<file path="config.mk">
export PLATFORM = sky130hd
export DESIGN_NAME = sdram_arbiter
export DESIGN_NICKNAME = d
export VERILOG_FILES = /design/src/rtl/sdram_arbiter.sv
export SDC_FILE = /design/constraint.sdc
export NUM_CORES = 1
export LEC_CHECK = 0
export CELL_PAD_IN_SITES_DETAIL_PLACEMENT = 1
export CELL_PAD_IN_SITES_GLOBAL_PLACEMENT = 1
export CORE_MARGIN = 2
export CORE_UTILIZATION = 27
export DETAILED_ROUTE_END_ITERATION = 7
export PLACE_DENSITY_LB_ADDON = 0.1
export SLEW_MARGIN = 10
export SYNTH_ARGS = -nofsm -noshare
export SYNTH_HDL_FRONTEND = slang
export SYNTH_SLANG_ARGS = --single-unit
</file>
<file path="constraint.sdc">
create_clock -name clk -period 3.8 [get_ports clk]
set_clock_uncertainty 0.05 [all_clocks]
set_input_delay 0.57 -clock clk [delete_from_list [all_inputs] [get_ports clk]]
set_output_delay 0.57 -clock clk [all_outputs]
set_load 0.03 [all_outputs]
</file>
<file path="src/rtl/sdram_arbiter.sv">
// Shares one SDRAM controller command port between N requesters (round-robin with
// optional fixed priority for requester 0) and routes in-order read data back by tag.
module sdram_arbiter #(
    parameter int N     = 4,
    parameter int AW    = 24,
    parameter int DW    = 16,
    parameter int DEPTH = 4,
    parameter int PRIO0 = 1
) (
    input  logic                     clk,
    input  logic                     reset,
    input  logic [N-1:0]             req_valid,
    input  logic [N-1:0]             req_we,
    input  logic [N*AW-1:0]          req_addr,
    input  logic [N*DW-1:0]          req_wdata,
    output logic [N-1:0]             req_ready,
    output logic [N-1:0]             rd_valid,
    output logic [DW-1:0]            rd_data,
    output logic                     mem_valid,
    output logic                     mem_we,
    output logic [AW-1:0]            mem_addr,
    output logic [DW-1:0]            mem_wdata,
    input  logic                     mem_ready,
    input  logic                     mem_rvalid,
    input  logic [DW-1:0]            mem_rdata,
    output logic [$clog2(DEPTH):0]   outstanding,
    output logic                     err
);

    localparam int IW = $clog2(N);
    localparam int PW = $clog2(DEPTH);
    localparam int CW = PW + 1;

    logic [IW-1:0] ptr;
    logic [IW-1:0] src_p1;
    logic [IW-1:0] grant_idx;
    logic          grant_any;
    logic          grant_rr;
    logic [N-1:0]  eligible;
    logic          slot_free;
    logic          rd_room;
    logic          push;
    logic          pop;

    logic [IW-1:0] tag_mem [DEPTH];
    logic [PW-1:0] wr_ptr;
    logic [PW-1:0] rd_ptr;
    logic [CW-1:0] fifo_cnt;

    function automatic logic [IW-1:0] wrap_idx(input logic [IW-1:0] base, input int k);
        int s;
        s = int'(base) + k;
        if (s >= N) s = s - N;
        return IW'(s);
    endfunction

    function automatic logic [IW-1:0] next_idx(input logic [IW-1:0] idx);
        return (idx == IW'(N - 1)) ? '0 : idx + IW'(1);
    endfunction

    // A read waiting in the output slot already holds a tag reservation.
    assign outstanding = fifo_cnt + CW'(mem_valid & ~mem_we);
    assign rd_room     = outstanding < CW'(DEPTH);
    assign slot_free   = ~mem_valid | mem_ready;
    assign eligible    = req_valid & (req_we | {N{rd_room}});
    assign push        = mem_valid & mem_ready & ~mem_we;
    assign pop         = mem_rvalid & (fifo_cnt != '0);

    always_comb begin
        grant_any = 1'b0;
        grant_rr  = 1'b0;
        grant_idx = '0;
        if (slot_free && !reset) begin
            if (PRIO0 != 0 && eligible[0]) begin
                grant_any = 1'b1;
            end else begin
                // Descending scan so the nearest eligible index after ptr wins.
                for (int k = N - 1; k >= 0; k--) begin
                    if (eligible[wrap_idx(ptr, k)]) begin
                        grant_any = 1'b1;
                        grant_rr  = 1'b1;
                        grant_idx = wrap_idx(ptr, k);
                    end
                end
            end
        end
    end

    always_comb begin
        req_ready = '0;
        if (grant_any) req_ready[grant_idx] = 1'b1;
    end

    // Stage p1: registered command slot, tag FIFO bookkeeping, response register.
    always_ff @(posedge clk) begin
        if (reset) begin
            mem_valid <= 1'b0;
            mem_we    <= 1'b0;
            mem_addr  <= '0;
            mem_wdata <= '0;
            src_p1    <= '0;
            ptr       <= '0;
            rd_valid  <= '0;
            rd_data   <= '0;
            wr_ptr    <= '0;
            rd_ptr    <= '0;
            fifo_cnt  <= '0;
            err       <= 1'b0;
        end else begin
            if (grant_any) begin
                mem_valid <= 1'b1;
                mem_we    <= req_we[grant_idx];
                mem_addr  <= req_addr[grant_idx*AW +: AW];
                mem_wdata <= req_wdata[grant_idx*DW +: DW];
                src_p1    <= grant_idx;
                if (grant_rr) ptr <= next_idx(grant_idx);
            end else if (mem_ready) begin
                mem_valid <= 1'b0;
            end

            if (push) wr_ptr <= wr_ptr + PW'(1);

            rd_valid <= '0;
            if (pop) begin
                rd_valid <= N'(1) << tag_mem[rd_ptr];
                rd_data  <= mem_rdata;
                rd_ptr   <= rd_ptr + PW'(1);
            end

            if (mem_rvalid && fifo_cnt == '0) err <= 1'b1;
            fifo_cnt <= fifo_cnt + CW'(push) - CW'(pop);
        end
    end

    always_ff @(posedge clk) begin
        if (push) tag_mem[wr_ptr] <= src_p1;
    end

endmodule
</file>
==> results of run 1 <==
## metrics by stage
step                      instances  TNS, ns
after global placement          931        0
after floorplan                 478        0
after CTS                       947        0
after detailed placement        931        0
after global routing            947  -0.0126
final                           947        0
## critical path, delay by kind of cell (launching register included)
| family | cells | cell delay (ns) |
|---|---|---|
| AND/OR/NAND/NOR | 4 | 0.70 |
| buffers and inverters | 5 | 0.55 |
| adder cells (fa/ha/maj) | 3 | 0.54 |
| flip-flops | 1 | 0.32 |
| AO/OA/AOI/OAI | 1 | 0.27 |
| XOR/XNOR | 1 | 0.23 |
## repair_timing
item,in CTS,in global routing
hold endpoints to repair,0,0
resized for setup,6,7
endpoints found under the setup margin,4,4
hold buffers,0,0
pin swaps,0,1
## how the worst max path moves through the flow
stage                           start           end
2_1_floorplan     mem_we$_SDFFE_PP0P_  req_ready[2]
3_3_place_gp   mem_valid$_SDFFE_PP0P_  req_ready[2]
3_5_place_dp   mem_valid$_SDFFE_PP0P_  req_ready[2]
4_1_cts        mem_valid$_SDFFE_PP0P_  req_ready[1]
5_1_grt        mem_valid$_SDFFE_PP0P_  req_ready[3]
6_report       mem_valid$_SDFFE_PP0P_  req_ready[3]
## routing by layer
layer | share of wire (%) | up-vias
li1 | - | 2244
met1 | 40 | 2240
met2 | 49 | 213
met3 | 9.3 | 22
met4 | 2.1 | 0
met5 | 0 | -
## Yosys cell counts, types with 2 or more instances
cell / n
a211oi_1: 7
a21o_1: 19
a21oi_1: 20
a221oi_1: 6
a22oi_1: 21
a31oi_1: 19
and2_1: 3
and3_1: 11
buf_1: 2
buf_2: 9
buf_4: 2
clkbuf_1: 22
dfxtp_1: 76
edfxtp_1: 8
ha_1: 12
inv_1: 11
inv_2: 4
mux2_2: 5
mux2i_1: 29
mux4_2: 7
nand2_1: 56
nand2b_1: 4
nand3_1: 39
nor2_1: 20
nor2b_1: 7
nor3_1: 2
o21a_1: 2
o21ai_0: 21
o21ai_1: 3
o221ai_1: 11
xnor2_1: 3
xor2_1: 2
## sequential cells by signal, indices dropped and copies added, names as in the netlist, 2 cells and up, named ones only
| register | cells |
|---|---|
| mem_addr | 24 |
| mem_wdata | 16 |
| rd_data | 16 |
| tag_mem | 8 |
| rd_valid | 4 |
| fifo_cnt | 3 |
| ptr | 2 |
| rd_ptr | 2 |
| src_p1 | 2 |
| wr_ptr | 2 |
## logic make-up (layout without fill, tap and decap cells)
| group | after synthesis | count (layout) | share of synthesized area, % |
|---|---|---|---|
| and+or+nand+nor | 147 | 147 | 15.8 |
| AOI/OAI and AO/OA | 135 | 135 | 21.2 |
| DFF | 84 | 84 | 40.6 |
| buffers and inverters | 52 | 305 | 5.37 |
| muxes | 41 | 41 | 11.6 |
| adders and majority gates | 13 | 13 | 3.93 |
| xor gates and xnor gates | 6 | 6 | 1.39 |
## layout make-up
cell class	instances	area [um2]
well taps	216	270
clock inverters	5	42.5
repair buffers	274	2720
fillers	1805	8280
flip-flops and latches	84	1760
multi-input cells	342	2390
clock buffers	11	254
inverters	15	56.3
## report_power, final
group | switching (mW) | internal, mW | total [mW]
sequential | 0.0991 | 1.05 | 1.15
combinational | 0.763 | 0.655 | 1.42
clock | 0.385 | 0.490 | 0.875
total | 1.25 | 2.19 | 3.44
## placed cells by master, fill, tap and decap left out, types with 19 or more instances in the layout
cell             netlist  routed
a21o_1                19      19
a21oi_1               20      20
a22oi_1               21      21
a31oi_1               19      19
clkdlybuf4s50_1        0     252
dfxtp_1               76      76
mux2i_1               29      29
nand2_1               56      56
nand3_1               39      39
nor2_1                20      19
o21ai_0               21      19
==> results_dict.tcl, run 1 <==
set metrics [dict create \
    postLayoutCellArea_mm2 0.00749 \
    cts_buffers 9 \
    clk_latency_ns 0.35 \
    post-place-ws_ns 0.184 \
    worst-r2r-setup-slack_ns 0.47 \
    whs_path_depth 2 \
    hp-class "register to register" \
    track_usage_pct 20.3 \
    end_kind "primary output" \
    first_pass_iters 4 \
    clock-sinks 84 \
    syn_inst 478 \
    die_w_um 131 \
    period_minus_slack_ns 3.56 \
    ys_ff_latch 84 \
    synth_ff_type "dfxtp_1" \
    path_cells "nor2b_1 -> ha_1 -> ha_2 -> xnor2_4 -> inv_2 -> o21ai_1 -> and4_2 -> nand2_4 -> buf_8 -> inv_1 -> ha_1 -> inv_1 -> nor2_2 -> buf_12" \
    min_from "rd_data[6]$_SDFFE_PP0P_" \
    hold_ws_ns 0.408 \
    start_util_pct 27.5 \
    drt_first_iter_violations 162 \
    syn_area_per_cell_um2 9.07 \
    remaining_drc_errors 0 \
    num_vias 4719 \
    worstPathMaxFanout 19 \
    grt_use_met3_pct 6.15 \
    port_buffers 257 \
    post_cts_buffers 0 \
    dp_hpwl_um 13300 \
    worstReg2RegEnd "mem_wdata[10]$_SDFFE_PP0P_" \
    grt_overflow 0 \
    grt_pass1_vias 4987 \
    grt_max_degree 55 \
    critical_path_class "register to primary output" \
    dpl_cell_area_mm2 0.00716 \
    wire_per_inst_um 18.5 \
    via_per_inst 4.98 \
    status "complete, no violations" \
    slew_headroom_pct 28.8 \
    worstMarginPinSlew_ns 1.07 \
    grt_first_pass_wirelength_um 26300 \
    drt-total-wl_um 17500 \
    layout-drive-gt1-share_pct 8.62 \
    ant_nets 0 \
    reg2reg_depth 10 \
    yosysTopAreaCell "dfxtp_1" \
    max_stage_delay_ns 0.32 \
    cp-start-kind "register" \
    drv_cap 0 \
    antenna_found_initial 0 \
    fmax_mhz 281 \
    timing.rr.start "mem_valid$_SDFFE_PP0P_" \
    finalCritPeriodShare_pct 93.8 \
    coreArea_mm2 0.0158 \
    syn_to_final_growth_pct 72.7 \
    holdPathEnd "rd_data[6]$_SDFFE_PP0P_" \
    final_util_pct 47.5 \
    htreeDepth 3 \
    yosysWarnings 0 \
    synthTopCellsByArea "dfxtp_1, mux2i_1, edfxtp_1" \
    clk_pin_slew_ns 0.07 \
    fin_nets 927 \
    cts_root_buf "clkbuf_16" \
    cts.path.max_buffers 2 \
    synth_area_mm2 0.00433 \
    cts_tree "yes" \
    met2_usage_pct 35.7 \
    rows 46 \
    slowest_stage "dfxtp_1" \
    report.final.slew_viol_count 0 \
    final.setup.worst_slack_ns 0.236 \
    power_leakage_nw 2.89 \
    synth_edf_count 8 \
    cp_data_arrival_time_ns 2.94 \
    crit_required_ns 3.18 \
    die-area_mm2 0.0171 \
    yosysSeqAreaShare_pct 40.6 \
    fin_total_pwr_mw 3.44 \
    setup_viol 0 \
    synthDistinctLibCells 47 \
    ios 258 \
    vdd_drop_max_v 0.000227 \
    synthArstFlopShare_pct 0 \
    antennaDiodeCount 0 \
    cellPowerDensity_mw_per_mm2 460 \
    synth_fp_nets 679 \
    gp_congestion 0.800 \
    synth_top_area_share_pct 35.1 \
    finalHoldViolations 0 \
    globalRouteMet1Util_pct 23.4 \
    die_h_um 131 \
    grt_busiest_layer "met2" \
]
No activity file was read; power rests on OpenSTA's default activity.
==> inputs of run 2 (changes only) <==
Settings changed: CTS_BUF_LIST from default to sky130_fd_sc_hd__clkbuf_4 sky130_fd_sc_hd__clkbuf_8 sky130_fd_sc_hd__clkbuf_16, REMOVE_ABC_BUFFERS from default to 1.
==> run 2 against run 1 <==
Against the previous run:
- global-route usage rose by 0.49 points
- critical endpoint is now req_ready[0]
- combinational power barely moved
- largest cell class unchanged
- via count increased by 0.19%
- register-to-register slack better by 0.24 ns
- flip-flop and latch count is the same
- first-iteration DRC count decreased by 11%
- clock-buffer cell count increased by 1
- clock power fell by 2%
- design area rose by 0.72%
- highest routed layer unchanged
==> results_dict.tcl, run 2 (same netlist as run 1, synthesis figures left out) <==
set metrics [dict create \
    finalCritPeriodShare_pct 97.0 \
    drv_cap 0 \
    final_common_cell "clkdlybuf4s50_1" \
    die_h_um 131 \
    gp_congestion 0.875 \
    rows 46 \
    ios 258 \
    grt_first_pass_wirelength_um 27200 \
    regMostFlops "mem_addr" \
    grt_overflow 0 \
    first_pass_iters 4 \
    drt_first_iter_violations 144 \
    multi_input_area_mm2 0.00240 \
    layout_common_cells "clkdlybuf4s50_1, dfxtp_1, nand2_1" \
    grt_pass1_vias 5124 \
    crit_required_ns 3.18 \
    largestRegisters "mem_addr: 24 flops, mem_wdata: 16 flops, rd_data: 16 flops" \
    post-place-ws_ns 0.0984 \
    clk_pin_slew_ns 0.06 \
    cts.path.max_buffers 2 \
    remaining_drc_errors 0 \
    cp-start-kind "register" \
    regArea_mm2 0.00176 \
    worstPathMaxFanout 6 \
    antennaDiodeCount 0 \
    die-area_mm2 0.0171 \
    hp-class "register to register" \
    track_usage_pct 20.8 \
    syn_to_final_growth_pct 74.0 \
    critical_path_class "register to primary output" \
    period_minus_slack_ns 3.69 \
    grt_max_degree 55 \
    whs_path_depth 2 \
    fillers 1801 \
    fmax_mhz 271 \
    clock-sinks 84 \
    via_per_inst 4.98 \
    vdd_drop_max_v 0.000285 \
    drt-total-wl_um 17700 \
    num_vias 4728 \
    report.final.slew_viol_count 0 \
    layout-drive-gt1-share_pct 9.54 \
    rsz0062_at_grt "true" \
    setup_viol 0 \
    reg2reg_depth 10 \
    wire_per_inst_um 18.7 \
    power_leakage_nw 2.91 \
    port_buffers 257 \
    finalHoldViolations 0 \
    clk_latency_ns 0.34 \
    htreeDepth 3 \
    dp_hpwl_um 13300 \
    start_util_pct 27.5 \
    antenna_found_initial 0 \
    coreArea_mm2 0.0158 \
    status "complete, no violations" \
    cts_tree "yes" \
    worstMarginPinSlew_ns 0.611 \
    cp_data_arrival_time_ns 3.07 \
    slew_headroom_pct 59.2 \
    hold_ws_ns 0.408 \
    cts_root_buf "clkbuf_16" \
    final.setup.worst_slack_ns 0.112 \
    die_w_um 131 \
    largest_reg_flops 24 \
    ant_nets 0 \
    fin_nets 930 \
    end_kind "primary output" \
    cts_buffers 9 \
    cellPowerDensity_mw_per_mm2 457 \
]
==> run 2: cell count changes in the layout (fill, tap and decap cells not counted), moves of 2 or more <==
cell      delta
o21ai_1      -2
buf_4        +2
o21ai_0      +2
buf_8        -2
buf_12       +2
clkbuf_8     +2
==> run 2: area by class of cell <==
cell class	instances	area share (%)
Sequential cell	84	23.4
Tap cell	216	3.58
Clock inverter	4	0.448
Multi-Input combinational cell	342	31.9
Inverter	15	0.747
Timing Repair Buffer	277	36.5
Clock buffer	12	3.45
==> run 2: worst paths after layout <==
check | start | to | slack (ns)
worst min-delay path | rd_data[7]$_SDFFE_PP0P_ | rd_data[7]$_SDFFE_PP0P_ | 0.41
worst max-delay path | mem_valid$_SDFFE_PP0P_ | req_ready[0] | 0.11
worst min register to register | rd_data[7]$_SDFFE_PP0P_ | rd_data[7]$_SDFFE_PP0P_ | 0.41
worst max register to register | mem_valid$_SDFFE_PP0P_ | mem_addr[6]$_SDFFE_PP0P_ | 0.71
==> run 2: critical path: stages (launching register included) <==
cell	delay, ns
dfxtp_1	0.33
nor2b_2	0.16
ha_1	0.18
ha_2	0.20
xnor2_4	0.17
buf_4	0.17
o311a_1	0.33
o2111ai_2	0.28
buf_4	0.19
ha_1	0.15
inv_1	0.04
nor2_1	0.08
dlygate4sd2_1	0.44
==> run 2: where the power goes <==
group / leakage, nW / total [mW] / internal, mW / switching, mW
Clock: 0.143 / 0.859 / 0.491 / 0.368
Combinational: 2.06 / 1.44 / 0.668 / 0.771
Sequential: 0.700 / 1.15 / 1.05 / 0.0961
Total: 2.91 / 3.44 / 2.21 / 1.24
==> run 2: metal layers <==
layer	global-route usage (%)	routed length (um)	vias to the layer above
met5	0	0	-
met4	7.82	452	0
li1	-	-	2254
met2	35.9	8900	163
met1	24.7	7200	2282
met3	5.78	1180	29
==> run 2: per-stage QoR <==
step,cells,utilization [%],setup TNS (ns),area (um2),total power [mW]
2_1_floorplan,441,-,-2.44,4160,1.88
3_3_place_gp,933,45.5,0,7180,2.55
3_5_place_dp,933,45.5,0,7180,2.59
4_1_cts,949,47.5,0,7490,3.48
5_1_grt,950,47.8,-0.0182,7540,3.66
6_report,950,47.8,0,7540,3.44
==> run 2: what timing repair did <==
action | in CTS | in global routing
pin swaps | 1 | 2
setup buffers | 0 | 1
gates resized for setup | 5 | 11
setup endpoints to repair | 4 | 4
hold buffers | 0 | 0
==> inputs of run 3 (changes only) <==
Settings changed: ABC_AREA from default to 0.
==> results of run 3 <==
No change in the layout: final DEF, timing and power equal those of run 2.
==> edit 1, RTL diff (config.mk and constraints of run 1) <==
Reset style: asynchronous (`reset`), changed in one clocked block.
--- a/src/rtl/sdram_arbiter.sv
+++ b/src/rtl/sdram_arbiter.sv
@@ -92,7 +92,7 @@
     end
 
     // Stage p1: registered command slot, tag FIFO bookkeeping, response register.
-    always_ff @(posedge clk) begin
+    always_ff @(posedge clk or posedge reset) begin
         if (reset) begin
             mem_valid <= 1'b0;
             mem_we    <= 1'b0;
Function: differs if reset is asserted again (counterexample within 4 cycles, from zero or initial values and one cycle with reset high); with reset held inactive, the same outputs for 4 cycles.
==> edit 1 against run 1 <==
  * Cell area grew 6.5%
  * Global-route usage shrank 0.97 points
  * Worst setup slack lost 0.034 ns
  * Sequential share of layout area grew 2.7 points
  * Sequential cell count shrank 2
  * Utilization shrank 1.7 points
  * Synthesized cell count shrank 12%
  * Maximum frequency shrank 0.94%
  * Routed wire length grew 2.8%
  * Area after synthesis grew 11%
  * Critical path type unchanged
  * Critical endpoint unchanged
Power is not compared: it rests on default switching activity, and its combinational part moved more than twofold at a synthesized area within 25%.
==> edit 1: results (changes against run 1) <==
status -> finished, final reports clean (unchanged)
biggest regs -> mem_addr (24), mem_wdata (16), rd_data (16) (unchanged)
Hold Crit Endpoint -> err (was rd_data[6])
I/O Buffers -> 257 (unchanged)
P_leak -> 3.430 nW
setup slack, reg-to-reg -> 0.68 ns (was 0.47 ns)
Worst-Skew Late Latency -> 0.34 ns
Worst IR Drop VDD -> 0.4313 mV
RD Place Congestion -> 0.8066 (was 0.8000)
DP HPWL -> 13770 um (was 13270 um)
crit path capture -> req_ready[3] (unchanged)
mux share of post-synthesis cell area -> 9.637% (was 11.63%)
largest net degree at the start of global routing -> 48 (was 55)
Synth area leaders -> dfrtp_1, o221ai_2, o211ai_2 (was dfxtp_1, mux2i_1, edfxtp_1)
Adder-Cell Fraction of Synth Area -> 3.523% (was 3.926%)
Initial Utilization -> 27.73% (was 27.48%)
Netlist cell types -> 37 (was 47)
Post-Route WL -> 17970 um (was 17490 um)
endpoint of the lowest-slack register-to-register path -> mem_wdata[14] (was mem_wdata[10])
Critical Path Source -> mem_valid (unchanged)
hold depth -> 1 (was 2)
xor/xnor share of the synthesized area -> 1.244% (was 1.386%)
Worst R2R Path Depth -> 10 (unchanged)
hold crit path type -> reg2reg (unchanged)
Seq/Total Area, Yosys -> 43.32% (was 40.65%)
H-tree levels -> 3 (unchanged)
hold wc startpoint -> err (was rd_data[6])
critical path arrival -> 2.98 ns (was 2.94 ns)
Iter 0 DRT Violations -> 106 (was 162)
slew margin rel. -> 37.85% (was 28.77%)
fraction of layout cells with a size suffix above 1 -> 18.91% (was 8.618%)
Compound-Gate Fraction of Synth Area -> 26.94% (was 21.22%)
CTS root buffer -> clkbuf_16 (unchanged)
fraction of registers with async set/reset -> 90.24% (was 0%)
clk slew on worst S/H paths -> 0.07 ns (about the same)
Synth top cells by count -> nand2_1, dfrtp_1, mux2i_1 (was dfxtp_1, nand2_1, nand3_1)
drt first pass iters -> 4 (unchanged)
# nets final -> 873 (was 927)
crit path max fanout -> 43 (was 19)
CTS Buffer Depth -> 2 (unchanged)
number of global-route vias before repair -> 4697 (was 4987)
diode count -> 0 (unchanged)
total global-route track usage -> 19.35% (was 20.31%)
EDFF count, synth -> 8 (unchanged)
first-pass GRT wire length -> 27420 um (was 26330 um)
Yosys warning total -> 0 (unchanged)
CTS Buf Count -> 9 (unchanged)
DP Area -> 0.007656 mm2 (was 0.007156 mm2)
initial antenna violation count -> 0 (unchanged)
Syn Nets -> 621 (was 679)
Via density -> 4.793 (was 4.983)
==> edit 1: changes by cell type after synthesis, sizes merged, moves of 19 or more <==
cell / delta
dfrtp: +74
nand2: +42
nand3: -39
a31oi: -19
o221ai: +30
o211ai: +42
dfxtp: -76
a22oi: -20
==> edit 1: cell type report <==
class	count	area (um2)
clock buffers	10	239.0
flip-flops and latches	82	2092
inverters	16	61.31
fillers	1907	9445
clock inverters	6	71.32
repair buffers	272	2699
multi-input cells	291	2527
well taps	225	281.5
==> edit 1: worst max-delay path, cell delays in order (launching register included) <==
cell,delay (ns)
dfrtp_1,0.39
nor2b_1,0.16
ha_1,0.18
ha_1,0.24
xnor2_4,0.21
o21a_1,0.23
buf_4,0.17
o31ai_4,0.39
buf_6,0.40
nor2_1,0.08
buf_4,0.18
==> edit 1: routing by layer <==
metal,up-vias,part of all wire (%),GRT usage [%]
li1,2046,-,-
met1,2135,40,22.29
met2,130,52,36.15
met3,12,6.6,3.974
met4,0,1.3,5.215
met5,-,0,0
==> edit 1: stage by stage <==
step / power (mW) / instances / setup WS, ns / utilization [%] / hold WS (ns)
after floorplan: 3.286 / 420 / 0.2092 / - / 0.4258
after global placement: 4.479 / 886 / 0.3083 / 43.96 / 0.4064
after detailed placement: 4.538 / 886 / 0.1933 / 43.96 / 0.4157
after CTS: 5.489 / 902 / 0.03036 / 45.79 / 0.4331
after global routing: 5.736 / 902 / 0.001306 / 45.77 / 0.4478
final: 5.398 / 902 / 0.2023 / 45.77 / 0.4232
==> edit 1: repair_timing <==
item                       CTS  global route
gates resized for setup      3             5
setup endpoints to repair    2             3
setup buffers                0             0
==> edit 1: power breakdown <==
part	internal [mW]	switching [mW]	total, mW
Combinational	1.25	1.74	2.99
Sequential	1.26	0.237	1.50
Clock	0.534	0.374	0.909
Total	3.04	2.36	5.40
==> edit 2, RTL diff (settings of run 1) <==
Made on the original files. `N`: 4 -> 2.
--- a/src/rtl/sdram_arbiter.sv
+++ b/src/rtl/sdram_arbiter.sv
@@ -1,7 +1,7 @@
 // Shares one SDRAM controller command port between N requesters (round-robin with
 // optional fixed priority for requester 0) and routes in-order read data back by tag.
 module sdram_arbiter #(
-    parameter int N     = 4,
+    parameter int N     = 2,
     parameter int AW    = 24,
     parameter int DW    = 16,
     parameter int DEPTH = 4,
Interface: changed (6 resized); port bits go from 258 to 170. The function was not compared with the original's and may differ.
==> edit 2 against run 1 <==
  * The flow now finishes with violations (DRC)
  * Utilization fell by 2.0 points
  * Maximum frequency rose by 7.9%
  * Worst setup slack improved by 0.26 ns
  * Sequential share of layout area rose by 5.9 points
  * Cell area fell by 30%
  * Clock power fell by 13%
  * Combinational power fell by 27%
  * Sequential cell count fell by 9
  * Register-to-register slack improved by 0.42 ns
  * First-iteration DRC count fell by 4.9%
  * Area after synthesis fell by 26%
  * Routed wire length fell by 39%
  * Total power fell by 18%
  * Largest cell class unchanged
  * Largest power group unchanged
  * Highest routed layer unchanged
==> edit 2: results (changes against run 1) <==
status -> finished, violations left (was finished, final reports clean)
violated checks -> DRC
met2 GRT Util -> 29.14% (was 35.72%)
CTS root buffer -> clkbuf_16 (unchanged)
Yosys warning total -> 0 (unchanged)
initial antenna violation count -> 0 (unchanged)
CTS Buffer Depth -> 2 (unchanged)
Synth area leaders -> dfxtp_1, o221a_1, a21oi_1 (was dfxtp_1, mux2i_1, edfxtp_1)
DRC violations left -> 7 (was 0)
measured slew at the worst slew-check pin -> 0.8951 ns (was 1.068 ns)
met1 Resource Use GR -> 18.95% (was 23.40%)
CTS Buf Count -> 9 (unchanged)
EDFF count, synth -> 4 (was 8)
largest net degree at the start of global routing -> 61 (was 55)
drt wl/cell -> 16.38 um (was 18.47 um)
# nets final -> 617 (was 927)
drt first pass iters -> 6 (was 4)
number of global-route vias before repair -> 3275 (was 4987)
fraction of registers with async set/reset -> 0% (unchanged)
Worst IR Drop VDD -> 0.1726 mV (was 0.2268 mV)
Seq/Total Area, Yosys -> 48.03% (was 40.65%)
total global-route track usage -> 16.76% (was 20.31%)
MaxCap Viol Count -> 0 (unchanged)
Worst-Skew Late Latency -> 0.33 ns (was 0.35 ns)
fraction of layout cells with a size suffix above 1 -> 6.876% (was 8.618%)
clk slew on worst S/H paths -> 0.06 ns
DP HPWL -> 7671 um (was 13270 um)
total setup buffers inserted after CTS -> 0 (unchanged)
top_reg_cell synth -> dfxtp_1 (unchanged)
I/O Buffers -> 169 (was 257)
Synth top cells by count -> dfxtp_1, a21oi_1, inv_1 (was dfxtp_1, nand2_1, nand3_1)
Resized Gates After CTS -> 0 (was 6)
biggest regs -> mem_addr (24), mem_wdata (16), rd_data (16) (unchanged)
Netlist cell types -> 32 (was 47)
met3 Resource Use GR -> 5.142% (was 6.148%)
critical path arrival -> 2.68 ns (was 2.94 ns)
P_leak -> 2.069 nW (was 2.893 nW)
Syn Nets -> 457 (was 679)
crit path max fanout -> 18 (was 19)
DP Area -> 0.004980 mm2 (was 0.007156 mm2)
hold crit path type -> reg2reg (unchanged)
H-tree levels -> 3 (unchanged)
Via density -> 4.656 (was 4.983)
diode count -> 0 (unchanged)
first-pass GRT wire length -> 16600 um (was 26330 um)
Iter 0 DRT Violations -> 154 (was 162)
RD Place Congestion -> 0.7798 (was 0.8000)
[edit 2: cell count changes after synthesis, sizes merged, moves of 21 or more]
cell   before  now
a21oi      21   52
a22oi      21    0
inv        15   49
mux2i      29    0
nand3      39    8
o21ai      25    2
o221a       0   33
[edit 2: cells by family (layout without fill, tap and decap cells)]
| logic type | count (synthesis) | count (layout) | synth area share [%] |
|---|---|---|---|
| adder cells (fa/ha/maj) | 9 | 9 | 3.743 |
| multiplexers | 1 | 1 | 0.7017 |
| AND/OR/NAND/NOR | 78 | 78 | 10.76 |
| buffers and inverters | 77 | 242 | 10.37 |
| XOR/XNOR | 6 | 6 | 1.637 |
| AO/OA/AOI/OAI | 98 | 98 | 24.76 |
| flip-flops | 75 | 75 | 48.03 |
[edit 2: worst max-delay path, stage by stage (launching register included)]
cell and delay (ns):
dfxtp_1 0.32, nor2b_1 0.13, ha_1 0.18, ha_1 0.19, xnor2_1 0.24, o21ai_2 0.75, nand2_1 0.28, inv_2 0.10
buf_4 0.16
[edit 2: where the power goes]
group / leakage, nW / switching, mW / internal [mW]
Sequential: 0.623 / 0.0824 / 0.934
Clock: 0.133 / 0.329 / 0.436
Combinational: 1.31 / 0.573 / 0.468
Total: 2.07 / 0.984 / 1.84
[edit 2: area by class of cell]
cell class / count / area, um2
inverter: 50 / 187.7
clock inverter: 6 / 32.53
timing repair buffer: 176 / 1737
multi-input combinational: 192 / 1335
fill: 1334 / 6275
tap: 143 / 178.9
sequential: 75 / 1541
clock buffer: 10 / 229.0
[edit 2: worst paths after layout]
| kind | startpoint | end | slack (ns) | depth (start not counted) |
|---|---|---|---|---|
| worst max-delay path | mem_valid | req_ready[1] | 0.50 | 8 |
| worst min-delay path | rd_data[10] | rd_data[10] | 0.40 | 2 |
| worst max register to register | mem_valid | mem_addr[20] | 0.89 | 8 |
| worst min register to register | rd_data[10] | rd_data[10] | 0.40 | 2 |
[edit 2: metal layers]
| metal | wire [um] | part of all wire [%] |
|---|---|---|
| met5 | 0 | 0 |
| met4 | 222 | 2.1 |
| met3 | 744 | 7.0 |
| met2 | 5276 | 49 |
| met1 | 4439 | 42 |
[edit 2: metrics by stage]
stage | setup slack (ns) | cells
6_report | 0.4976 | 652
5_1_grt | 0.2481 | 652
4_1_cts | 0.4166 | 652
3_5_place_dp | 0.7736 | 636
3_3_place_gp | 0.8447 | 636
2_1_floorplan | 0.9976 | 344
